$ cat src/rtl/wave_pkg.sv
`default_nettype none
// ============================================================================
// Module  : wave_pkg
// Brief   : Shared widths and capture-state encoding for the waveform path.
// Revision: 1.0 - initial release
// ============================================================================
package wave_pkg;

    localparam int SAMPLE_W    = 16;
    localparam int DISP_W      = 8;
    localparam int WAVE_ADDR_W = 9;
    localparam int NUM_POINTS  = 256;

    typedef enum logic [1:0] {
        ARMED  = 2'd0,
        ACTIVE = 2'd1,
        WAIT   = 2'd2
    } wave_state_e;

endpackage
`default_nettype wire

$ cat src/rtl/wave_trigger_detect.sv
`default_nettype none
// ============================================================================
// Module  : wave_trigger_detect
// Brief   : Sample accept gating and rising zero-crossing detection.
//           WAVE_CAPTURE_DECIMATE_EN: accept only every second strobe.
// Revision: 1.0 - initial release
// ============================================================================
module wave_trigger_detect
    import wave_pkg::*;
(
    input  logic clk,
    input  logic reset,
    input  logic new_sample_ready_i,
    input  logic sample_sign_i,
    output logic accept_o,
    output logic trigger_o
);

    // Only the sign of the previous sample ever feeds the crossing test.
    logic prev_sign_q;

`ifdef WAVE_CAPTURE_DECIMATE_EN
    logic phase_q;

    always_ff @(posedge clk or posedge reset) begin
        if (reset) begin
            phase_q <= 1'b0;
        end else if (new_sample_ready_i) begin
            phase_q <= ~phase_q;
        end
    end

    assign accept_o = new_sample_ready_i & ~phase_q;
`else
    assign accept_o = new_sample_ready_i;
`endif

    always_ff @(posedge clk or posedge reset) begin
        if (reset) begin
            prev_sign_q <= 1'b0;
        end else if (accept_o) begin
            prev_sign_q <= sample_sign_i;
        end
    end

    assign trigger_o = accept_o & prev_sign_q & ~sample_sign_i;

endmodule
`default_nettype wire

$ cat src/rtl/wave_capture.sv
`default_nettype none
// ============================================================================
// Module  : wave_capture
// Brief   : Triggered 256-sample capture into the hidden half of a
//           double-buffered waveform RAM. Option: WAVE_CAPTURE_DECIMATE_EN.
// Revision: 1.0 - initial release
// ============================================================================
module wave_capture #(
    parameter int NUM_POINTS = wave_pkg::NUM_POINTS
) (
    input  logic                            clk,
    input  logic                            reset,
    input  logic                            new_sample_ready,
    input  logic [wave_pkg::SAMPLE_W-1:0]   new_sample_in,
    input  logic                            wave_display_idle,
    output logic [wave_pkg::WAVE_ADDR_W-1:0] write_address,
    output logic                            write_enable,
    output logic [wave_pkg::DISP_W-1:0]     write_sample,
    output logic                            read_index
);
    import wave_pkg::*;

    localparam logic [7:0] LAST_INDEX = 8'(NUM_POINTS - 1);

    wave_state_e              state_q, state_d;
    logic [7:0]               index_q, index_d;
    logic                     read_index_q, read_index_d;
    logic                     write_enable_q, write_enable_d;
    logic [WAVE_ADDR_W-1:0]   write_address_q, write_address_d;
    logic [DISP_W-1:0]        write_sample_q, write_sample_d;

    logic                     w_accept;
    logic                     w_trigger;
    logic [DISP_W-1:0]        w_disp;
    logic                     unused_low_bits;

    wave_trigger_detect u_trigger (
        .clk                (clk),
        .reset              (reset),
        .new_sample_ready_i (new_sample_ready),
        .sample_sign_i      (new_sample_in[SAMPLE_W-1]),
        .accept_o           (w_accept),
        .trigger_o          (w_trigger)
    );

    // Offset binary: signed upper byte with its sign bit flipped.
    assign w_disp          = {~new_sample_in[SAMPLE_W-1], new_sample_in[SAMPLE_W-2:SAMPLE_W-DISP_W]};
    assign unused_low_bits = ^new_sample_in[SAMPLE_W-DISP_W-1:0];

    always_comb begin
        state_d         = state_q;
        index_d         = index_q;
        read_index_d    = read_index_q;
        write_enable_d  = 1'b0;
        write_address_d = write_address_q;
        write_sample_d  = write_sample_q;
        case (state_q)
            ARMED: begin
                if (w_trigger) begin
                    write_enable_d  = 1'b1;
                    write_address_d = {~read_index_q, 8'd0};
                    write_sample_d  = w_disp;
                    index_d         = 8'd1;
                    state_d         = ACTIVE;
                end
            end
            ACTIVE: begin
                if (w_accept) begin
                    write_enable_d  = 1'b1;
                    write_address_d = {~read_index_q, index_q};
                    write_sample_d  = w_disp;
                    index_d         = index_q + 8'd1;
                    if (index_q == LAST_INDEX) begin
                        index_d = 8'd0;
                        state_d = WAIT;
                    end
                end
            end
            WAIT: begin
                if (wave_display_idle) begin
                    read_index_d = ~read_index_q;
                    state_d      = ARMED;
                end
            end
            default: begin
                state_d = ARMED;
            end
        endcase
    end

    always_ff @(posedge clk or posedge reset) begin
        if (reset) begin
            state_q         <= ARMED;
            index_q         <= 8'd0;
            read_index_q    <= 1'b0;
            write_enable_q  <= 1'b0;
            write_address_q <= '0;
            write_sample_q  <= '0;
        end else begin
            state_q         <= state_d;
            index_q         <= index_d;
            read_index_q    <= read_index_d;
            write_enable_q  <= write_enable_d;
            write_address_q <= write_address_d;
            write_sample_q  <= write_sample_d;
        end
    end

    assign write_address = write_address_q;
    assign write_enable  = write_enable_q;
    assign write_sample  = write_sample_q;
    assign read_index    = read_index_q;

endmodule
`default_nettype wire
$ cat config.mk
export PLATFORM = sky130hd
export DESIGN_NAME = wave_capture
export DESIGN_NICKNAME = d
export VERILOG_FILES = /design/src/rtl/wave_pkg.sv /design/src/rtl/wave_trigger_detect.sv /design/src/rtl/wave_capture.sv
export SDC_FILE = /design/constraint.sdc
export NUM_CORES = 1
export LEC_CHECK = 0
export CELL_PAD_IN_SITES_DETAIL_PLACEMENT = 1
export CELL_PAD_IN_SITES_GLOBAL_PLACEMENT = 1
export CORE_MARGIN = 5
export CORE_UTILIZATION = 37
export CTS_CLUSTER_SIZE = 40
export DETAILED_ROUTE_END_ITERATION = 6
export HOLD_SLACK_MARGIN = 0.03
export PLACE_DENSITY = 0.78
export SLEW_MARGIN = 20
export SYNTH_ARGS = -nofsm -noshare
export SYNTH_HDL_FRONTEND = slang
export SYNTH_HIERARCHICAL = 1
export SYNTH_SLANG_ARGS = --single-unit
$ cat constraint.sdc
create_clock -name clk -period 3.19 [get_ports clk]
set_input_delay 0.7975 -clock clk [delete_from_list [all_inputs] [get_ports clk]]
set_output_delay 0.7975 -clock clk [all_outputs]
set_load 0.005 [all_outputs]
Word-level counts from Yosys, hierarchy flattened
Index checks and enable logic that the tools add are counted.
W data, S select, Z words.
- word-level logic and storage cells: 42
- output and inout bits: 19
- input port bits: 20
- bits in registers: 30
- equal/unequal tests: 7
- multiplexer cells: 18
- reductions and logical operators: 5
- bitwise operators: 4
- $add $sub $neg: 1
- operators with widths (operator ; number):
    $mux W8 ; 5
    $pmux W8 S2 ; 2
    $mux W9 ; 2
    $pmux W9 S2 ; 1
    $add A8 B1 Y8 const B ; 1
    $eq A8 B8 Y1 const B ; 1
    $mux W2 ; 4
    $ne A2 B2 Y1 const B ; 3
    $pmux W2 S3 ; 1
    $reduce_and A4 Y1 ; 1
    $reduce_and A3 Y1 ; 1
    $and A1 B1 Y1 ; 2
    $eq A2 B1 Y1 const B ; 1
    $eq A2 B2 Y1 const B ; 1
    $logic_not A2 Y1 ; 1
    $mux W1 ; 2
    $ne A2 B1 Y1 const B ; 1
    $not A1 Y1 ; 2
    $pmux W1 S2 ; 1
    $reduce_and A2 Y1 ; 1
    $reduce_bool A2 Y1 ; 1

Logic depth before layout (Yosys ltp)
- depth in word-level cells: 4
- depth in mapped cells: 6
- mapped depth without buffers: 6

By module
Netlist, hierarchy kept.
- modules (own cells, without submodules) (module ; cells each ; instances ; sequential area each (um2) ; area an instance (um2)):
    wave_capture ; 109 ; 1 ; 725.7 ; 1207.4
    wave_trigger_detect ; 5 ; 1 ; 25.0 ; 61.3

Worst setup path before layout
Ideal clock, no wire load.
- path type: input port to flip-flop
- start point: input port new_sample_in[15] (netlist bit)
- end point: register write_address_q[4] (netlist: write_address[4])
- cell stages on the path: 5
- setup slack: 1325 ps
- data required time: 3069 ps
- path buffers: 1
- arrival time: 1744 ps
- library setup time: 121 ps
- path through: and3b_2 -> mux2i_2 -> or2_4 -> buf_6 -> a22o_1
- word-level cells in the longest chain between the ends: 4
- RTL lines (item ; RTL line ; source):
    start: declaration ; wave_capture.sv:14 ; input logic [wave_pkg::SAMPLE_W-1:0] new_sample_in,
    $not A1 Y1 ; wave_trigger_detect.sv:46 ; assign trigger_o = accept_o & prev_sign_q & ~sample_sign_i;
    $and A1 B1 Y1 ; wave_trigger_detect.sv:46 ;
    $ne A2 B1 Y1 (no line) ; - ;
    $reduce_and A3 Y1 (no line) ; - ;
    end signal: assignment ; wave_capture.sv:104 ; write_address_q <= write_address_d;
    end: declaration ; wave_capture.sv:29 ; logic [WAVE_ADDR_W-1:0] write_address_q, write_address_d;
No other way between the ends.
A chain may end at the register's enable or synchronous reset.

Worst setup path in the final report
- start point: input port new_sample_ready
- end point: register index_q[2]
- word-level cells in the longest chain between the ends: 4
- elaborated cells on any way between the ends: 5
- those cells by class: 2 x eq/ne; 2 x bitwise; 1 x reduce/logical
- RTL lines (item ; RTL line ; source):
    start: declaration ; wave_capture.sv:13 ; input logic new_sample_ready,
    $and A1 B1 Y1 (2 in a row) ; wave_trigger_detect.sv:46 ;
    named net w_trigger ; wave_capture.sv:33 ; logic w_trigger;
    $ne A2 B1 Y1 (no line) ; - ;
    $reduce_and A3 Y1 (no line) ; - ;
    end signal: assignment ; wave_capture.sv:101 ; index_q <= index_d;
    end: declaration ; wave_capture.sv:26 ; logic [7:0] index_q, index_d;
The timed path passes the listed nets, and every way through them passes these cells.

==> summary.txt <==
Worst setup path
  – Worst Setup SP: new_sample_ready
  – Number of cell instances on the worst register-to-register path: 6
  – Kind of cell adding the most delay to the critical path: simple AND/OR/NAND/NOR gates
  – Worst flop-to-flop path startpoint: u_trigger/prev_sign_q
  – Depth of the critical timing path with buffers and inverters included: 7
  – Maximum fanout along the worst path: 21
  – Setup CP Type: in2reg
  – Total buffers and inverters traversed by the critical path: 2
  – Data required, critical path: 3.45 ns
  – Critical Path AT: 2.68 ns
  – Highest cell delay on the worst timing path: 0.52 ns
  – Capturing element type of the critical path: flip-flop
  – End point of the critical path: index_q[2]
  – Setup slack of the worst register-to-register path: 1.42 ns
  – R2R Path End: index_q[2]
  – Kind of start point of the critical path: input pin
  – Series of cell instances along the critical path: clkdlybuf4s50_1 -> and3b_2 -> mux2i_2 -> or2_4 -> inv_4 -> o31a_2 -> nor2_1
  – Slowest cell on crit path: clkdlybuf4s50_1

STA
  – Setup-failing EPs final: 0
  – Max Clock Freq: 414 MHz
  – Final period util: 0.757
  – Max transition margin: 0.756
  – Final hold violation count: 0
  – Setup Total Neg Slack: 0 ns
  – RSZ-0062 raised after global routing: false
  – Post-Route Skew: 0.00572 ns
  – Transition time at the pin with the least slew margin: 0.359 ns
  – Count of final max-slew check failures: 0
  – Final critical path time including I/O delays and setup: 2.42 ns

Placed design
  – Global placement routability congestion: 0.742
  – Post-detail-place hpwl: 2190 um
  – Cell area reported after detailed placement: 1610 sq um
  – Number of buffers inserted by port buffering: 30

Global routing
  – Initial antenna violation count: 0
  – Total congestion overflow: 0
  – Via count of the first global-routing pass: 1,063
  – Gr usage total: 0.150
  – Pin count of the biggest net entering global routing: 30
  – First-pass GRT wire length: 5130 um

Power
  – Areal power density over the cells: 600 nW/um^2
  – Maximum vdd ir drop: 0.254 mV
  – Combinational Power Share: 0.239
  – Internal power consumption: 0.713 mW
  – Reg power frac: 0.521
  – Switching Fraction: 0.289
  – Tot Pwr: 1.00 mW
  – Static Leak: 0.773 nW
  – Part of the total power dissipated in the clock network: 0.240
  – Sw Pwr: 0.289 mW

Floorplan
  – Die Footprint: 4700 sq um
  – Top-level port count: 39
  – Die X: 68.6 um
  – Std-Cell Core Area: 3340 sq um
  – Initial cell density of the core: 0.380
  – Die Span Y: 68.6 um
  – Rows: 21

Drt
  – DRC: 0
  – Initial drt markers: 65
  – Detailed-route vias per instance: 4.97
  – Total iterations of the first detailed-routing run: 4
  – Wirelength per Cell: 15.2 um
  – WL final: 2970 um
  – Remaining number of nets flagged by the antenna check after routing: 0
  – Via count: 969

Layout
  – Number of filler instances in the final layout: 385
  – Highest-count cells in the layout ignoring fill and taps: dfrtp_1 (30), clkdlybuf4s50_1 (30), nand2_1 (24)
  – Fraction of layout cells with a size suffix above 1: 0.101
  – Growth of design area from synthesis to finish: 31.6%
  – Finished layout cell area: 1670 sq um
  – Number of nets in the layout: 169
  – Number of antenna cells inserted: 0
  – Core occupancy in the finished layout: 0.500

Status
  – Outcome: finished clean

Run
  – Max cap viols: 0

Logic synthesis
  – Net count of the mapped netlist: 135
  – Register bit count reported by yosys: 30
  – Count of yosys warnings during synthesis: 6
  – Cell area after synthesis: 1270 sq um
  – Post-Syn Area per Cell: 11.1 sq um
  – Seq/Total Area, Yosys: 0.592
  – Library cells used by synthesis: 32
  – Synthesized instance count: 114

CTS
  – CTS tree: done
  – Cell at the root of the clock tree: clkbuf_4
  – Total number of H-tree levels: 2
  – Clock Tree Buf Depth: 2
  – Number of buffers added by the clock tree synthesis step: 5
  – Post-CTS Hold Buffers: 0
  – Worst skew pair latency: 0.33 ns
  – Clock transition at path regs: 0.09 ns
  – Post-CTS setup repair buffer count: 0
  – Post-cts sizing count: 0
  – Num Clock Sinks: 30

Hold path
  – Type of the most critical hold path: reg2reg
  – Hold Path Depth: 2
metal layers:
metal,global-route usage,part of all wire,up-vias
li1,-,-,457
met3,0.0292,0.041,5
met5,0,0,-
met2,0.260,0.51,22
met4,0.0819,0.024,0
met1,0.173,0.42,485
worst register-to-register path, cell delays in order (launching register included):
cell and delay, ns:
dfrtp_1 0.39, and3b_2 0.25, mux2i_2 0.32, or2_4 0.36, inv_4 0.11, o31a_2 0.17, nor2_1 0.12
kinds of logic after synthesis:
family / synth area share
flip-flops: 0.592
AO/OA/AOI/OAI: 0.116
XOR/XNOR: 0.0414
buffers and inverters: 0.0424
multiplexers: 0.0227
adder cells (fa/ha/maj): 0.00986
AND/OR/NAND/NOR: 0.176
layout make-up:
cell class | count | area, sq um | share of cell area
Clock buffer | 7 | 55.1 | 0.0330
Tap cell | 46 | 57.6 | 0.0345
Multi-Input combinational cell | 74 | 464 | 0.278
Clock inverter | 1 | 5.00 | 0.00300
Timing Repair Buffer | 32 | 315 | 0.189
Sequential cell | 30 | 751 | 0.450
Inverter | 5 | 21.3 | 0.0127
power by group through the flow:
stage,registers [mW],logic (mW),clock network [mW]
2_1_floorplan,0.518,0.118,0
3_3_place_gp,0.525,0.235,0
3_5_place_dp,0.532,0.245,0
4_1_cts,0.524,0.246,0.244
5_1_grt,0.537,0.266,0.265
6_report,0.522,0.239,0.240
registers in the layout (all words and copies together), names as in the netlist:
register and flops:
index_q 8, write_sample 8, write_address 9, state_q 2, u_trigger/prev_sign_q 1, write_enable 1, read_index 1
worst min path at each step:
stage                                from               to
after floorplan           write_sample[0]  write_sample[0]
after global placement    write_sample[0]  write_sample[0]
after detailed placement  write_sample[1]  write_sample[1]
after CTS                 write_sample[1]  write_sample[1]
after global routing      write_sample[4]  write_sample[4]
final                     write_sample[1]  write_sample[1]
stage by stage:
step	std cells	setup WS [ns]	hold slack (ns)
floorplan	114	1.32	0.470
global placement	187	0.471	0.458
detailed placement	187	0.409	0.466
CTS	195	0.766	0.489
global route	195	0.639	0.531
finish	195	0.775	0.487
cell usage after synthesis (all sizes together):
cell | n | share of area
dfrtp | 30 | 0.59
nand2 | 24 | 0.071
a22o | 9 | 0.062
nor2 | 7 | 0.021
xnor2 | 6 | 0.041
inv | 5 | 0.017
buf | 4 | 0.023
and3 | 3 | 0.015
nor3b | 3 | 0.018
o21ai | 3 | 0.012
a21oi | 2 | 0.0079
nor3 | 2 | 0.0079
a211oi | 1 | 0.0059
a311oi | 1 | 0.0069
a32o | 1 | 0.0079
and3b | 1 | 0.0079
and4b | 1 | 0.0079
clkbuf | 1 | 0.0030
ha | 1 | 0.0099
mux2 | 1 | 0.012
mux2i | 1 | 0.011
nand2b | 1 | 0.0049
nand3 | 1 | 0.0039
nand4 | 1 | 0.0049
nand4b | 1 | 0.0069
o21a | 1 | 0.0059
o31a | 1 | 0.0079
or2 | 1 | 0.0069
(Power assumes the default switching activity.)
